$ cat config.mk
export PLATFORM = sky130hd
export DESIGN_NAME = gray_stream_filter_flat
export DESIGN_NICKNAME = d
export VERILOG_FILES = /design/src/rtl/gray_stream_filter_if.sv /design/src/rtl/gray_stream_filter.sv /design/src/flat_wrapper.sv
export SDC_FILE = /design/constraint.sdc
export NUM_CORES = 1
export LEC_CHECK = 0
export BUFFER_PORTS_ARGS = -buffer_cell sky130_fd_sc_hd__buf_2
export CORE_ASPECT_RATIO = 0.9
export CORE_MARGIN = 5
export CORE_UTILIZATION = 40
export CTS_BUF_LIST = sky130_fd_sc_hd__clkbuf_4
export DETAILED_ROUTE_END_ITERATION = 10
export PLACE_DENSITY_LB_ADDON = 0.05
export SYNTH_ARGS = -nofsm -noshare
export SYNTH_HDL_FRONTEND = slang
export SYNTH_SLANG_ARGS = --single-unit
$ cat constraint.sdc
create_clock -name clk -period 2.21 [get_ports clk]
set_input_delay 0.221 -clock clk [delete_from_list [all_inputs] [get_ports clk]]
set_output_delay 0.221 -clock clk [all_outputs]
set_load 0.01 [all_outputs]
$ cat src/rtl/gray_stream_filter_if.sv
// Pixel-stream bundle for gray_stream_filter.
// Upstream side: one_px ({pad,R,G,B}), i_in_valid, i_mode, o_in_ready.
// Downstream side: grayed_one_px, o_valid, o_last, i_out_ready.
// The master modport is used by whoever drives pixels and accepts results.
// The slave modport is used by the filter itself.
interface gray_stream_filter_if #(
  parameter int CH_BW  = 8,
  parameter int OUT_BW = 8
);
  logic [4*CH_BW-1:0] one_px;
  logic               i_in_valid;
  logic               o_in_ready;
  logic               i_mode;
  logic [OUT_BW-1:0]  grayed_one_px;
  logic               o_valid;
  logic               i_out_ready;
  logic               o_last;

  modport master (
    output one_px, i_in_valid, i_mode, i_out_ready,
    input  o_in_ready, grayed_one_px, o_valid, o_last
  );

  modport slave (
    input  one_px, i_in_valid, i_mode, i_out_ready,
    output o_in_ready, grayed_one_px, o_valid, o_last
  );
endinterface

$ cat src/rtl/gray_stream_filter.sv
// gray_stream_filter: RGB pixel stream to gray, 3-stage valid/ready pipeline.
//   S1 per-channel multiply, S2 sum, S3 round/scale.
//   The whole pipeline freezes while the output is stalled (o_valid && !i_out_ready).
// Ports:
//   clk, reset_n   rising-edge clock, asynchronous active-low reset
//   bus (slave)    one_px / i_in_valid / i_mode / o_in_ready in,
//                  grayed_one_px / o_valid / o_last / i_out_ready out
// Optional macro GRAY_BIN_EN adds i_thresh (OUT_BW) and o_bin (registered
// grayed_one_px >= i_thresh, where i_thresh is sampled at S3).
module gray_stream_filter #(
  parameter int CH_BW    = 8,
  parameter int OUT_BW   = 8,
  parameter int FRAME_PX = 784,
  parameter int WR       = 77,
  parameter int WG       = 150,
  parameter int WB       = 29
) (
  input  logic                 clk,
  input  logic                 reset_n,
  gray_stream_filter_if.slave  bus
`ifdef GRAY_BIN_EN
  ,
  input  logic [OUT_BW-1:0]    i_thresh,
  output logic                 o_bin
`endif
);
  localparam int STAGES = 3;
  localparam int SW     = CH_BW + 9;
  localparam int CW     = (FRAME_PX > 1) ? $clog2(FRAME_PX) : 1;

  logic [CH_BW-1:0]   w_r, w_g, w_b;
  logic [8:0]         w_wr, w_wg, w_wb;
  logic               w_stall, w_acc, w_is_last;
  logic [SW-1:0]      w_rnd;
  logic [CH_BW-1:0]   w_res;
  logic [OUT_BW-1:0]  w_gray;
  logic               w_unused;

  logic [STAGES:1]    r_vld_pipe;
  logic [CW-1:0]      r_cnt;
  logic [SW-1:0]      r_p_r, r_p_g, r_p_b;
  logic               r_last1, r_last2, r_last3;
  logic [SW-1:0]      r_sum;
  logic [OUT_BW-1:0]  r_gray;

  assign w_r = bus.one_px[3*CH_BW-1 -: CH_BW];
  assign w_g = bus.one_px[2*CH_BW-1 -: CH_BW];
  assign w_b = bus.one_px[CH_BW-1:0];
  assign w_unused = ^bus.one_px[4*CH_BW-1 -: CH_BW];

  // Weights are picked per pixel at S1, so the mode never needs to ride further.
  assign w_wr = bus.i_mode ? 9'd85 : 9'(WR);
  assign w_wg = bus.i_mode ? 9'd86 : 9'(WG);
  assign w_wb = bus.i_mode ? 9'd85 : 9'(WB);

  assign w_stall        = r_vld_pipe[STAGES] && !bus.i_out_ready;
  assign bus.o_in_ready = !w_stall;
  assign w_acc          = bus.i_in_valid && !w_stall;
  assign w_is_last      = (r_cnt == CW'(FRAME_PX - 1));

  // Weights sum to 256, so sum+128 fits SW bits and the >>8 result fits CH_BW.
  assign w_rnd  = r_sum + SW'(128);
  assign w_res  = CH_BW'(w_rnd >> 8);
  assign w_gray = OUT_BW'(w_res >> (CH_BW - OUT_BW));

  always_ff @(posedge clk or negedge reset_n) begin
    if (!reset_n) begin
      r_cnt <= '0;
    end else if (w_acc) begin
      r_cnt <= w_is_last ? '0 : r_cnt + 1'b1;
    end
  end

  always_ff @(posedge clk or negedge reset_n) begin
    if (!reset_n) begin
      r_vld_pipe <= '0;
      r_p_r      <= '0;
      r_p_g      <= '0;
      r_p_b      <= '0;
      r_last1    <= 1'b0;
      r_sum      <= '0;
      r_last2    <= 1'b0;
      r_gray     <= '0;
      r_last3    <= 1'b0;
    end else if (!w_stall) begin
      r_vld_pipe <= {r_vld_pipe[STAGES-1:1], w_acc};
      if (w_acc) begin
        r_p_r   <= SW'(w_r) * SW'(w_wr);
        r_p_g   <= SW'(w_g) * SW'(w_wg);
        r_p_b   <= SW'(w_b) * SW'(w_wb);
        r_last1 <= w_is_last;
      end
      if (r_vld_pipe[1]) begin
        r_sum   <= r_p_r + r_p_g + r_p_b;
        r_last2 <= r_last1;
      end
      if (r_vld_pipe[2]) begin
        r_gray <= w_gray;
      end
      // o_last only ever qualifies a valid result.
      r_last3 <= r_vld_pipe[2] && r_last2;
    end
  end

`ifdef GRAY_BIN_EN
  always_ff @(posedge clk or negedge reset_n) begin
    if (!reset_n) begin
      o_bin <= 1'b0;
    end else if (!w_stall && r_vld_pipe[2]) begin
      o_bin <= (w_gray >= i_thresh);
    end
  end
`endif

  assign bus.o_valid       = r_vld_pipe[STAGES];
  assign bus.grayed_one_px = r_gray;
  assign bus.o_last        = r_last3;
endmodule

$ cat src/flat_wrapper.sv
// flat-port wrapper written by rule: the top's interface ports become plain ports
module gray_stream_filter_flat 
#(
  parameter int CH_BW    = 8,
  parameter int OUT_BW   = 8,
  parameter int FRAME_PX = 784,
  parameter int WR       = 77,
  parameter int WG       = 150,
  parameter int WB       = 29
)
  (clk, reset_n, bus_one_px, bus_i_in_valid, bus_i_mode, bus_i_out_ready, bus_o_in_ready, bus_grayed_one_px, bus_o_valid, bus_o_last);
  gray_stream_filter_if #(.CH_BW(CH_BW), .OUT_BW(OUT_BW)) bus_i ();
  input  logic clk;
  input  logic reset_n;
  input wire logic [$bits(bus_i.one_px)-1:0] bus_one_px;
  input wire logic [$bits(bus_i.i_in_valid)-1:0] bus_i_in_valid;
  input wire logic [$bits(bus_i.i_mode)-1:0] bus_i_mode;
  input wire logic [$bits(bus_i.i_out_ready)-1:0] bus_i_out_ready;
  output wire logic [$bits(bus_i.o_in_ready)-1:0] bus_o_in_ready;
  output wire logic [$bits(bus_i.grayed_one_px)-1:0] bus_grayed_one_px;
  output wire logic [$bits(bus_i.o_valid)-1:0] bus_o_valid;
  output wire logic [$bits(bus_i.o_last)-1:0] bus_o_last;
  assign bus_i.one_px = bus_one_px;
  assign bus_i.i_in_valid = bus_i_in_valid;
  assign bus_i.i_mode = bus_i_mode;
  assign bus_i.i_out_ready = bus_i_out_ready;
  assign bus_o_in_ready = bus_i.o_in_ready;
  assign bus_grayed_one_px = bus_i.grayed_one_px;
  assign bus_o_valid = bus_i.o_valid;
  assign bus_o_last = bus_i.o_last;
  gray_stream_filter #(.CH_BW(CH_BW), .OUT_BW(OUT_BW), .FRAME_PX(FRAME_PX), .WR(WR), .WG(WG), .WB(WB)) u_core (.clk(clk), .reset_n(reset_n), .bus(bus_i));
endmodule
## After elaboration in Yosys (flattened, before gate mapping)

Cells that the tools add are included.

| cells by class | value |
|---|---|
| $add $sub $neg | 4 |
| $mul | 3 |
| eq/ne operators | 1 |
| mux-type cells | 4 |
| bitwise operators | 1 |
| reduce and logical (&&, ||, !) cells | 8 |

Operator list:

| kind | count |
|---|---|
| $add A16 B16 Y16 | 2 |
| $mul A8 B7 Y15 | 2 |
| $add A16 B8 Y16 const B | 1 |
| $mul A8 B8 Y16 | 1 |
| $add A10 B1 Y10 const B | 1 |
| $eq A10 B10 Y1 const B | 1 |
| $mux W10 | 1 |
| $mux W8 | 1 |
| $mux W7 | 1 |
| $reduce_and A2 Y1 | 3 |
| $mux W5 | 1 |
| $logic_and A1 B1 Y1 | 3 |
| $logic_not A1 Y1 | 2 |
| $not A1 Y1 | 1 |

| word-level totals | value |
|---|---|
| register bits | 88 |
| bits of input ports | 37 |

## Longest topological paths before layout

Gate-level depths: netlist of the first run.

| depth | value |
|---|---|
| word-level depth | 5 |
| depth in mapped cells | 18 |

## Worst setup path after synthesis of the first run

OpenSTA, ideal clock, no wires.

| timing path | value |
|---|---|
| kind | input -> register |
| from | in bus_i_mode |
| to | reg u_core.r_p_g[15] |
| setup time | 0.129 ns |
| data arrival time | 4.092 ns |
| slack | -2.011 ns |
| cell stages on the path | 18 |
| path buffers | 2 |
| cell sequence | clkbuf_1 -> clkbuf_1 -> nor2b_1 -> ha_1 -> inv_1 -> fa_1 -> inv_1 -> fa_1 -> inv_1 -> fa_1 -> inv_1 -> ha_1 -> o21ai_0 -> nand2b_1 -> a311oi_1 -> a21oi_1 -> xnor2_1 -> o21ai_1 |

| between the ends | value |
|---|---|
| longest elaborated chain between the ends | 2 |

Ends and longest elaborated chain:

| element | line | source |
|---|---|---|
| start, declared | flat_wrapper.sv:17 | `input wire logic [$bits(bus_i.i_mode)-1:0] bus_i_mode;` |
| $mux W8 | gray_stream_filter.sv:53 | `assign w_wg = bus.i_mode ? 9'd86 : 9'(WG);` |
| $mul A8 B8 Y16 | gray_stream_filter.sv:89 | `r_p_g <= SW'(w_g) * SW'(w_wg);` |
| end signal, assigned | gray_stream_filter.sv:89 |  |
| end, declared | gray_stream_filter.sv:41 | `logic [SW-1:0] r_p_r, r_p_g, r_p_b;` |

No other way between the ends.
A chain may end at the register's enable or synchronous reset.

## Final worst setup path of the first run

| timing path | value |
|---|---|
| from | in bus_i_mode |
| to | reg u_core.r_p_b[13] |

| between the ends | value |
|---|---|
| longest elaborated chain between the ends | 2 |

Ends and longest elaborated chain:

| element | line | source |
|---|---|---|
| $mux W7 | gray_stream_filter.sv:54 | `assign w_wb = bus.i_mode ? 9'd85 : 9'(WB);` |
| $mul A8 B7 Y15 | gray_stream_filter.sv:90 | `r_p_b <= SW'(w_b) * SW'(w_wb);` |
| end signal, assigned | gray_stream_filter.sv:90 |  |
| end, declared | gray_stream_filter.sv:41 |  |

No other way between the ends.

==> run_summary.xml, run 1 <==
<?xml version="1.0" encoding="UTF-8"?>
<metrics>
  <group name="synthesis">
    <metric name="edff_count_synth" unit="">0</metric>
    <metric name="postSynthRegisterBits" unit="">78</metric>
    <metric name="proportion_of_synthesized_chip_area_in_sequential_cells" unit="%">24.8</metric>
    <metric name="yosys_warnings" unit="">0</metric>
    <metric name="yosys.area.top_type_share" unit="%">24.8</metric>
    <metric name="synth_most_common_cell" unit="">sky130_fd_sc_hd__ha_1</metric>
    <metric name="mappedNetlistArea" unit="um2">7860</metric>
    <metric name="syn_area_per_cell" unit="um2">9.57</metric>
    <metric name="synth_area_leader_cell" unit="">sky130_fd_sc_hd__dfrtp_1</metric>
    <metric name="async_flop_share" unit="%">100</metric>
    <metric name="synth_ff_type" unit="">sky130_fd_sc_hd__dfrtp_1</metric>
    <metric name="synthTopCellsByCount" unit="">sky130_fd_sc_hd__ha_1 (139), sky130_fd_sc_hd__nand2_1 (92), sky130_fd_sc_hd__inv_1 (82)</metric>
    <metric name="syn-instance-count" unit="">821</metric>
    <metric name="yosys.cell_types.count" unit="">49</metric>
    <metric name="synth_area_leaders" unit="">sky130_fd_sc_hd__dfrtp_1 (25%), sky130_fd_sc_hd__ha_1 (22%), sky130_fd_sc_hd__fa_1 (15%), sky130_fd_sc_hd__nand2_1 (4.4%), sky130_fd_sc_hd__inv_1 (3.9%)</metric>
  </group>
  <group name="setup_path">
    <metric name="path_cells" unit="">buf_12 -&gt; buf_12 -&gt; buf_4 -&gt; nor2b_4 -&gt; ha_4 -&gt; ha_4 -&gt; inv_2 -&gt; fa_1 -&gt; inv_2 -&gt; fa_1 -&gt; ha_4 -&gt; a21o_1 -&gt; a21o_1 -&gt; a211o_1 -&gt; a2111oi_4 -&gt; nor3_1 -&gt; nand3b_1</metric>
    <metric name="slowest_delay" unit="ps">520</metric>
    <metric name="cp_data_required_time" unit="ps">2550</metric>
    <metric name="crit-reg2reg-capture" unit="">u_core.r_sum[11]$_DFFE_PN0P_</metric>
    <metric name="crit_path_top_delay_cell" unit="">sky130_fd_sc_hd__fa_1</metric>
    <metric name="path_common_cell" unit="">sky130_fd_sc_hd__ha_4</metric>
    <metric name="critical_path.n_buffers_inverters" unit="">5</metric>
    <metric name="cpLargestDelayFamily" unit="">adder cells</metric>
    <metric name="worst-path-max-fanout" unit="">7</metric>
    <metric name="reg2reg_slack" unit="ps">-320</metric>
    <metric name="timing_worst_setup_path_type" unit="">primary input to register</metric>
    <metric name="critical_path_arrival" unit="ps">3670</metric>
    <metric name="end_kind" unit="">register</metric>
    <metric name="critical_path.startpoint_type" unit="">primary input</metric>
    <metric name="timing.rr.start" unit="">u_core.r_p_b[5]$_DFFE_PN0P_</metric>
    <metric name="reg2reg_depth" unit="">8</metric>
  </group>
  <group name="floorplan">
    <metric name="die_area" unit="um2">22500</metric>
    <metric name="core_region_area" unit="um2">19200</metric>
    <metric name="start_util" unit="%">40.9</metric>
    <metric name="die_h" unit="um">143</metric>
    <metric name="fp-row-count" unit="">48</metric>
    <metric name="chipWidth" unit="um">158</metric>
    <metric name="ios" unit="">48</metric>
  </group>
  <group name="sta">
    <metric name="timing.fmax" unit="MHz">300</metric>
    <metric name="report.final.setup_viol" unit="">37</metric>
    <metric name="rsz_0062_raised_after_global_routing" unit="">yes</metric>
    <metric name="final-hold-violation-count" unit="">0</metric>
    <metric name="final.min_clock_period" unit="ps">3330</metric>
    <metric name="clock_skew" unit="ps">20.1</metric>
    <metric name="fin_crit_sh" unit="%">151</metric>
    <metric name="final_max_slew_viol_count" unit="">0</metric>
    <metric name="setup_ws_post_layout" unit="ps">-1120</metric>
  </group>
  <group name="placement">
    <metric name="place.gp.congestion" unit="">0.810</metric>
    <metric name="port_buffers" unit="">39</metric>
    <metric name="dp.cells" unit="">1231</metric>
    <metric name="hpwl" unit="mm">15.0</metric>
  </group>
  <group name="clock_network">
    <metric name="clock-sinks" unit="">78</metric>
    <metric name="cts-htree-levels" unit="">3</metric>
    <metric name="total_clock_buffers_created_by_cts" unit="">9</metric>
    <metric name="cts_tree" unit="">yes</metric>
    <metric name="max-clock-path-buffers" unit="">2</metric>
    <metric name="clock-root-buffer" unit="">sky130_fd_sc_hd__clkbuf_4</metric>
    <metric name="path_clk_slew" unit="ps">140</metric>
    <metric name="worst_skew_pair.late_latency" unit="ps">440</metric>
  </group>
  <group name="drt">
    <metric name="drt_pass_1_iters" unit="">4</metric>
    <metric name="via_per_inst" unit="">4.95</metric>
    <metric name="drc" unit="">0</metric>
    <metric name="drt_first_iter_violations" unit="">194</metric>
    <metric name="drtAntennaViolNets" unit="">0</metric>
    <metric name="avgRoutedWirePerCell" unit="um">14.6</metric>
    <metric name="routed_wire_length" unit="mm">18.5</metric>
    <metric name="detailroute.via_count" unit="">6277</metric>
  </group>
  <group name="global_route">
    <metric name="grt_max_degree" unit="">57</metric>
    <metric name="grt_first_pass_wirelength" unit="mm">31.6</metric>
    <metric name="grt.total_usage" unit="%">17.0</metric>
    <metric name="grt_overflow_total" unit="">0</metric>
    <metric name="antenna_found_initial" unit="">1</metric>
    <metric name="first_global_vias" unit="">6704</metric>
  </group>
  <group name="final_layout">
    <metric name="nets" unit="">1245</metric>
    <metric name="layout-drive-gt1-share" unit="%">34.5</metric>
    <metric name="final_cells" unit="">1267</metric>
    <metric name="area_delta_synth_final" unit="%">37.1</metric>
  </group>
  <group name="worst_hold_path">
    <metric name="hp-class" unit="">primary input to register</metric>
    <metric name="min_delay_path_depth" unit="">3</metric>
    <metric name="hold_path_startpoint" unit="">bus_i_in_valid</metric>
    <metric name="whs_endpoint" unit="">u_core.r_cnt[3]$_DFFE_PN0P_</metric>
  </group>
  <group name="run_status">
    <metric name="failed_checks" unit="">negative setup slack</metric>
    <metric name="run_status" unit="">complete, but fails checks</metric>
  </group>
  <group name="pwr">
    <metric name="power_per_cell_area" unit="nW/um2">1270</metric>
    <metric name="total_power" unit="mW">13.7</metric>
    <metric name="ir_drop" unit="uV">684</metric>
    <metric name="static-leakage-power" unit="nW">5.26</metric>
  </group>
  <group name="flow_run">
    <metric name="maxCapViolations" unit="">0</metric>
  </group>
</metrics>
registers in the layout, summed over array words and instances (netlist names):
| register | count |
|---|---|
| u_core.r_vld_pipe | 3 |
| u_core.r_p_r | 15 |
| u_core.bus.grayed_one_px | 8 |
| u_core.r_p_g | 15 |
| u_core.r_sum | 9 |
| u_core.r_last1 | 1 |
| u_core.r_last2 | 1 |
| u_core.r_p_b | 15 |
| u_core.r_cnt | 10 |
| u_core.bus.o_last | 1 |
stage by stage:
step / hold slack, ps / instance area [um2] / setup TNS (ps) / utilization, % / worst slack (ps)
floorplan: -74.6 / 8270 / -31850 / - / -1550
global placement: 210 / 9740 / -41280 / 50.7 / -1640
detailed placement: 206 / 9740 / -42520 / 50.7 / -1680
CTS: 68.6 / 10400 / -25970 / 54.1 / -1090
global route: 94.8 / 10800 / -29750 / 56.0 / -1230
finish: 95.7 / 10800 / -25810 / 56.0 / -1120
cell usage in the layout (no fill, tap or decap), types with 9 or more instances in the layout:
cell,count
sky130_fd_sc_hd__fa_1,58
sky130_fd_sc_hd__ha_1,91
sky130_fd_sc_hd__a21oi_2,16
sky130_fd_sc_hd__a21o_1,17
sky130_fd_sc_hd__inv_1,67
sky130_fd_sc_hd__xnor2_2,9
sky130_fd_sc_hd__inv_2,15
sky130_fd_sc_hd__and2_1,21
sky130_fd_sc_hd__nor2_1,24
sky130_fd_sc_hd__nor3b_1,10
sky130_fd_sc_hd__o21ai_0,23
sky130_fd_sc_hd__ha_4,48
sky130_fd_sc_hd__dfrtp_1,78
sky130_fd_sc_hd__o21a_1,10
sky130_fd_sc_hd__buf_2,37
sky130_fd_sc_hd__nor2b_1,12
sky130_fd_sc_hd__a21oi_1,19
sky130_fd_sc_hd__nand3_1,21
sky130_fd_sc_hd__and3_1,10
sky130_fd_sc_hd__clkbuf_4,9
sky130_fd_sc_hd__or3_1,9
sky130_fd_sc_hd__buf_6,12
sky130_fd_sc_hd__nand2_1,91
sky130_fd_sc_hd__buf_4,142
sky130_fd_sc_hd__o21ai_1,24
sky130_fd_sc_hd__xnor2_1,13
sky130_fd_sc_hd__xor2_1,14
layout make-up:
type / count / area (um2)
Multi-Input combinational cell: 641 / 6540
Sequential cell: 78 / 1950
Timing Repair Buffer: 199 / 1530
Inverter: 82 / 308
Clock buffer: 9 / 67.6
Fill cell: 1722 / 8450
Tap cell: 250 / 313
Clock inverter: 7 / 52.6
Antenna cell: 1 / 2.50
cell families after synthesis:
logic type,after synthesis,synth area share [%]
other,2,0.0956
AND/OR/NAND/NOR,234,14.7
buffers and inverters,104,4.99
flip-flops,78,24.8
XOR/XNOR,41,4.57
AO/OA/AOI/OAI,158,12.9
adder cells (fa/ha/maj),197,36.9
multiplexers,7,0.988
power by group:
| part | internal (mW) | total [mW] | switching [mW] |
|---|---|---|---|
| Clock | 0.246 | 0.811 | 0.566 |
| Combinational | 5.51 | 10.3 | 4.77 |
| Sequential | 2.02 | 2.57 | 0.551 |
| Total | 7.78 | 13.7 | 5.89 |
tightest hold or removal path, cell delays in order:
cell and delay (ps):
sky130_fd_sc_hd__buf_2 110, sky130_fd_sc_hd__nand4_1 100, sky130_fd_sc_hd__o21ai_0 80
metal layers:
layer	part of all wire, %	vias to the layer above	GRT usage, %
met4	0.74	0	3.35
met2	50	52	29.9
met3	2.5	12	1.76
met1	47	3026	23.0
met5	0	-	0
li1	-	3187	-
how the worst max path moves through the flow:
stage | depth (start not counted) | endpoint | from | slack [ps]
finish | 17 | u_core.r_p_b[13]$_DFFE_PN0P_ | bus_i_mode | -1120
global route | 17 | u_core.r_p_b[13]$_DFFE_PN0P_ | bus_i_mode | -1230
CTS | 18 | u_core.r_p_g[13]$_DFFE_PN0P_ | bus_i_mode | -1090
detailed placement | 14 | u_core.r_p_r[13]$_DFFE_PN0P_ | bus_i_mode | -1680
global placement | 14 | u_core.r_p_r[13]$_DFFE_PN0P_ | bus_i_mode | -1640
floorplan | 16 | u_core.r_p_b[13]$_DFFE_PN0P_ | bus_i_mode | -1550
repair_timing:
| action | 4_1_cts | 5_1_grt |
|---|---|---|
| hold buffers | 1 | 0 |
| endpoints found under the setup margin | 39 | 39 |
| cloned | 1 | 0 |
| endpoints found under the hold margin | 35 | 0 |
| gates resized for setup | 76 | 46 |
| buffers inserted | 11 | 7 |
| pin swaps | 68 | 61 |
(Power assumes the default switching activity.)
==> run 2: changes to the inputs <==
--- a/config.mk
+++ b/config.mk
@@ -8,9 +8,10 @@
 export BUFFER_PORTS_ARGS = -buffer_cell sky130_fd_sc_hd__buf_2
 export CORE_ASPECT_RATIO = 0.9
 export CORE_MARGIN = 5
-export CORE_UTILIZATION = 40
+export CORE_UTILIZATION = 30
 export CTS_BUF_LIST = sky130_fd_sc_hd__clkbuf_4
 export DETAILED_ROUTE_END_ITERATION = 10
+export HOLD_SLACK_MARGIN = 0.1
 export PLACE_DENSITY_LB_ADDON = 0.05
 export SYNTH_ARGS = -nofsm -noshare
 export SYNTH_HDL_FRONTEND = slang
==> run 2 against run 1 <==
  * The flow still finishes with violations (negative setup slack)
  * Largest power group unchanged
  * Clock power up 2%
  * Highest routed layer unchanged
  * Critical path depth fell by 3
  * Setup slack got worse by 1.9 ps
  * Largest cell class unchanged
  * Routed wire length up 8.1%
  * Sequential power hardly changed
  * Non-clock buffer count increased by 6
  * Die area rose by 31%
==> run_summary.xml, run 2 (same netlist as run 1, synthesis figures left out) <==
<?xml version="1.0" encoding="UTF-8"?>
<metrics>
  <group name="setup_path">
    <metric name="worst-path-max-fanout" unit="">6</metric>
    <metric name="critical_path.startpoint_type" unit="">primary input</metric>
    <metric name="timing_worst_setup_path_type" unit="">primary input to register</metric>
    <metric name="cp_data_required_time" unit="ps">2570</metric>
    <metric name="path_cells" unit="">buf_12 -&gt; buf_12 -&gt; and2_4 -&gt; ha_4 -&gt; inv_2 -&gt; fa_1 -&gt; inv_1 -&gt; fa_1 -&gt; fa_1 -&gt; ha_4 -&gt; a211o_1 -&gt; a2111oi_4 -&gt; or3_1 -&gt; nand3_1</metric>
    <metric name="crit-reg2reg-capture" unit="">u_core.r_sum[11]$_DFFE_PN0P_</metric>
    <metric name="crit_path_top_delay_cell" unit="">sky130_fd_sc_hd__fa_1</metric>
    <metric name="reg2reg_depth" unit="">8</metric>
    <metric name="end_kind" unit="">register</metric>
    <metric name="critical_path_arrival" unit="ps">3690</metric>
    <metric name="path_common_cell" unit="">sky130_fd_sc_hd__fa_1</metric>
    <metric name="reg2reg_slack" unit="ps">-440</metric>
    <metric name="timing.rr.start" unit="">u_core.r_p_b[2]$_DFFE_PN0P_</metric>
    <metric name="slowest_delay" unit="ps">570</metric>
  </group>
  <group name="clock_network">
    <metric name="cts_tree" unit="">yes</metric>
    <metric name="worst_skew_pair.late_latency" unit="ps">450</metric>
    <metric name="clock-root-buffer" unit="">sky130_fd_sc_hd__clkbuf_4</metric>
    <metric name="clock-sinks" unit="">78</metric>
    <metric name="path_clk_slew" unit="ps">150</metric>
    <metric name="cts-htree-levels" unit="">3</metric>
    <metric name="total_clock_buffers_created_by_cts" unit="">9</metric>
    <metric name="max-clock-path-buffers" unit="">2</metric>
  </group>
  <group name="sta">
    <metric name="setup_ws_post_layout" unit="ps">-1120</metric>
    <metric name="final-hold-violation-count" unit="">0</metric>
    <metric name="report.final.setup_viol" unit="">38</metric>
    <metric name="worstMarginPinSlew" unit="ps">581</metric>
    <metric name="final.hold.worst_slack" unit="ps">167</metric>
    <metric name="max_slew_margin" unit="%">61.1</metric>
    <metric name="clock_skew" unit="ps">18.9</metric>
    <metric name="fin_crit_sh" unit="%">151</metric>
    <metric name="rsz_0062_raised_after_global_routing" unit="">yes</metric>
    <metric name="final.min_clock_period" unit="ps">3330</metric>
    <metric name="final_max_slew_viol_count" unit="">0</metric>
    <metric name="timing.fmax" unit="MHz">300</metric>
  </group>
  <group name="global_route">
    <metric name="first_global_vias" unit="">6684</metric>
    <metric name="grt_first_pass_wirelength" unit="mm">33.5</metric>
    <metric name="grt_overflow_total" unit="">0</metric>
    <metric name="grt_max_degree" unit="">37</metric>
    <metric name="antenna_found_initial" unit="">1</metric>
    <metric name="grt.total_usage" unit="%">13.8</metric>
  </group>
  <group name="flow_run">
    <metric name="maxCapViolations" unit="">0</metric>
  </group>
  <group name="floorplan">
    <metric name="start_util" unit="%">30.3</metric>
    <metric name="fp-row-count" unit="">56</metric>
    <metric name="die_h" unit="um">164</metric>
    <metric name="die_area" unit="um2">29500</metric>
    <metric name="ios" unit="">48</metric>
    <metric name="core_region_area" unit="um2">25900</metric>
    <metric name="chipWidth" unit="um">181</metric>
  </group>
  <group name="placement">
    <metric name="hpwl" unit="mm">16.2</metric>
    <metric name="port_buffers" unit="">39</metric>
    <metric name="place.gp.congestion" unit="">0.795</metric>
    <metric name="place_worst_setup_slack" unit="ps">-1670</metric>
  </group>
  <group name="drt">
    <metric name="routed_wire_length" unit="mm">20.0</metric>
    <metric name="drc" unit="">0</metric>
    <metric name="drtAntennaViolNets" unit="">0</metric>
    <metric name="drt_pass_1_iters" unit="">7</metric>
    <metric name="avgRoutedWirePerCell" unit="um">14.6</metric>
    <metric name="via_per_inst" unit="">4.67</metric>
    <metric name="drt_first_iter_violations" unit="">240</metric>
    <metric name="detailroute.via_count" unit="">6396</metric>
  </group>
  <group name="worst_hold_path">
    <metric name="hold_path_startpoint" unit="">bus_one_px[17]</metric>
    <metric name="hp-class" unit="">primary input to register</metric>
    <metric name="whs_endpoint" unit="">u_core.r_p_r[1]$_DFFE_PN0P_</metric>
    <metric name="min_delay_path_depth" unit="">4</metric>
  </group>
  <group name="final_layout">
    <metric name="layout_commonest_cell" unit="">sky130_fd_sc_hd__buf_4</metric>
    <metric name="largestRegisters" unit="">u_core.r_p_b x15, u_core.r_p_g x15, u_core.r_p_r x15</metric>
    <metric name="most-common-layout-cells" unit="">sky130_fd_sc_hd__buf_4 (147), sky130_fd_sc_hd__ha_1 (94), sky130_fd_sc_hd__nand2_1 (90)</metric>
    <metric name="area_delta_synth_final" unit="%">39.0</metric>
    <metric name="layout-drive-gt1-share" unit="%">34.7</metric>
    <metric name="final_util" unit="%">42.1</metric>
    <metric name="nets" unit="">1251</metric>
  </group>
  <group name="pwr">
    <metric name="static-leakage-power" unit="nW">5.29</metric>
    <metric name="ir_drop" unit="uV">917</metric>
    <metric name="power_per_cell_area" unit="nW/um2">1280</metric>
  </group>
  <group name="run_status">
    <metric name="run_status" unit="">complete, but fails checks</metric>
    <metric name="failed_checks" unit="">negative setup slack</metric>
  </group>
</metrics>
[run 2: through the flow]
stage	instance area (um2)	setup TNS, ps	instances	power, mW
detailed placement	9880	-43150	1333	11.3
finish	10900	-25420	1371	14.0
CTS	10600	-24100	1364	13.5
global route	10900	-27950	1371	15.3
global placement	9880	-42320	1333	11.2
floorplan	8270	-31850	823	8.08
[run 2: timing repair]
item | CTS | global route
endpoints found under the hold margin | 58 | 0
buffers inserted | 12 | 6
gates cloned | 0 | 1
hold buffers | 3 | 0
pin swaps | 65 | 61
resized for setup | 81 | 49
setup endpoints to repair | 39 | 39
[run 2: report_power, final]
part	internal, mW	leakage, nW	switching, mW
clock network	0.252	0.0615	0.576
logic	5.58	4.27	5.04
registers	2.02	0.956	0.546
[run 2: critical path: cells and delay by family]
kind	cells	cell delay, ps
AOI/OAI and AO/OA	2	740
adders and majority gates	5	2030
buffers and inverters	4	330
and+or+nand+nor	3	350
[run 2: final cells by class]
class                      instances  area (um2)
inverter                          82         308
tap                              348         435
clock inverter                     6        45.0
antenna                            1        2.50
multi-input combinational        641        6530
clock buffer                      10        75.1
sequential                        78        1950
timing repair buffer             205        1580
fill                            2566       15000
[run 2: layer usage]
| metal | up-vias | track usage [%] | share of wire, % |
|---|---|---|---|
| met4 | 0 | 3.20 | 0.79 |
| li1 | 3202 | - | - |
| met1 | 3115 | 19.3 | 49 |
| met5 | - | 0 | 0 |
| met2 | 69 | 23.0 | 48 |
| met3 | 10 | 1.85 | 2.2 |
[run 2: worst max path at each step]
stage	from	end	slack (ps)
after detailed placement	bus_i_mode	u_core.r_p_b[13]$_DFFE_PN0P_	-1670
after global placement	bus_i_mode	u_core.r_p_b[13]$_DFFE_PN0P_	-1670
after global routing	bus_i_mode	u_core.r_p_r[13]$_DFFE_PN0P_	-1150
final	bus_i_mode	u_core.r_p_r[13]$_DFFE_PN0P_	-1120
after CTS	bus_i_mode	u_core.r_p_r[13]$_DFFE_PN0P_	-1060
after floorplan	bus_i_mode	u_core.r_p_b[13]$_DFFE_PN0P_	-1550
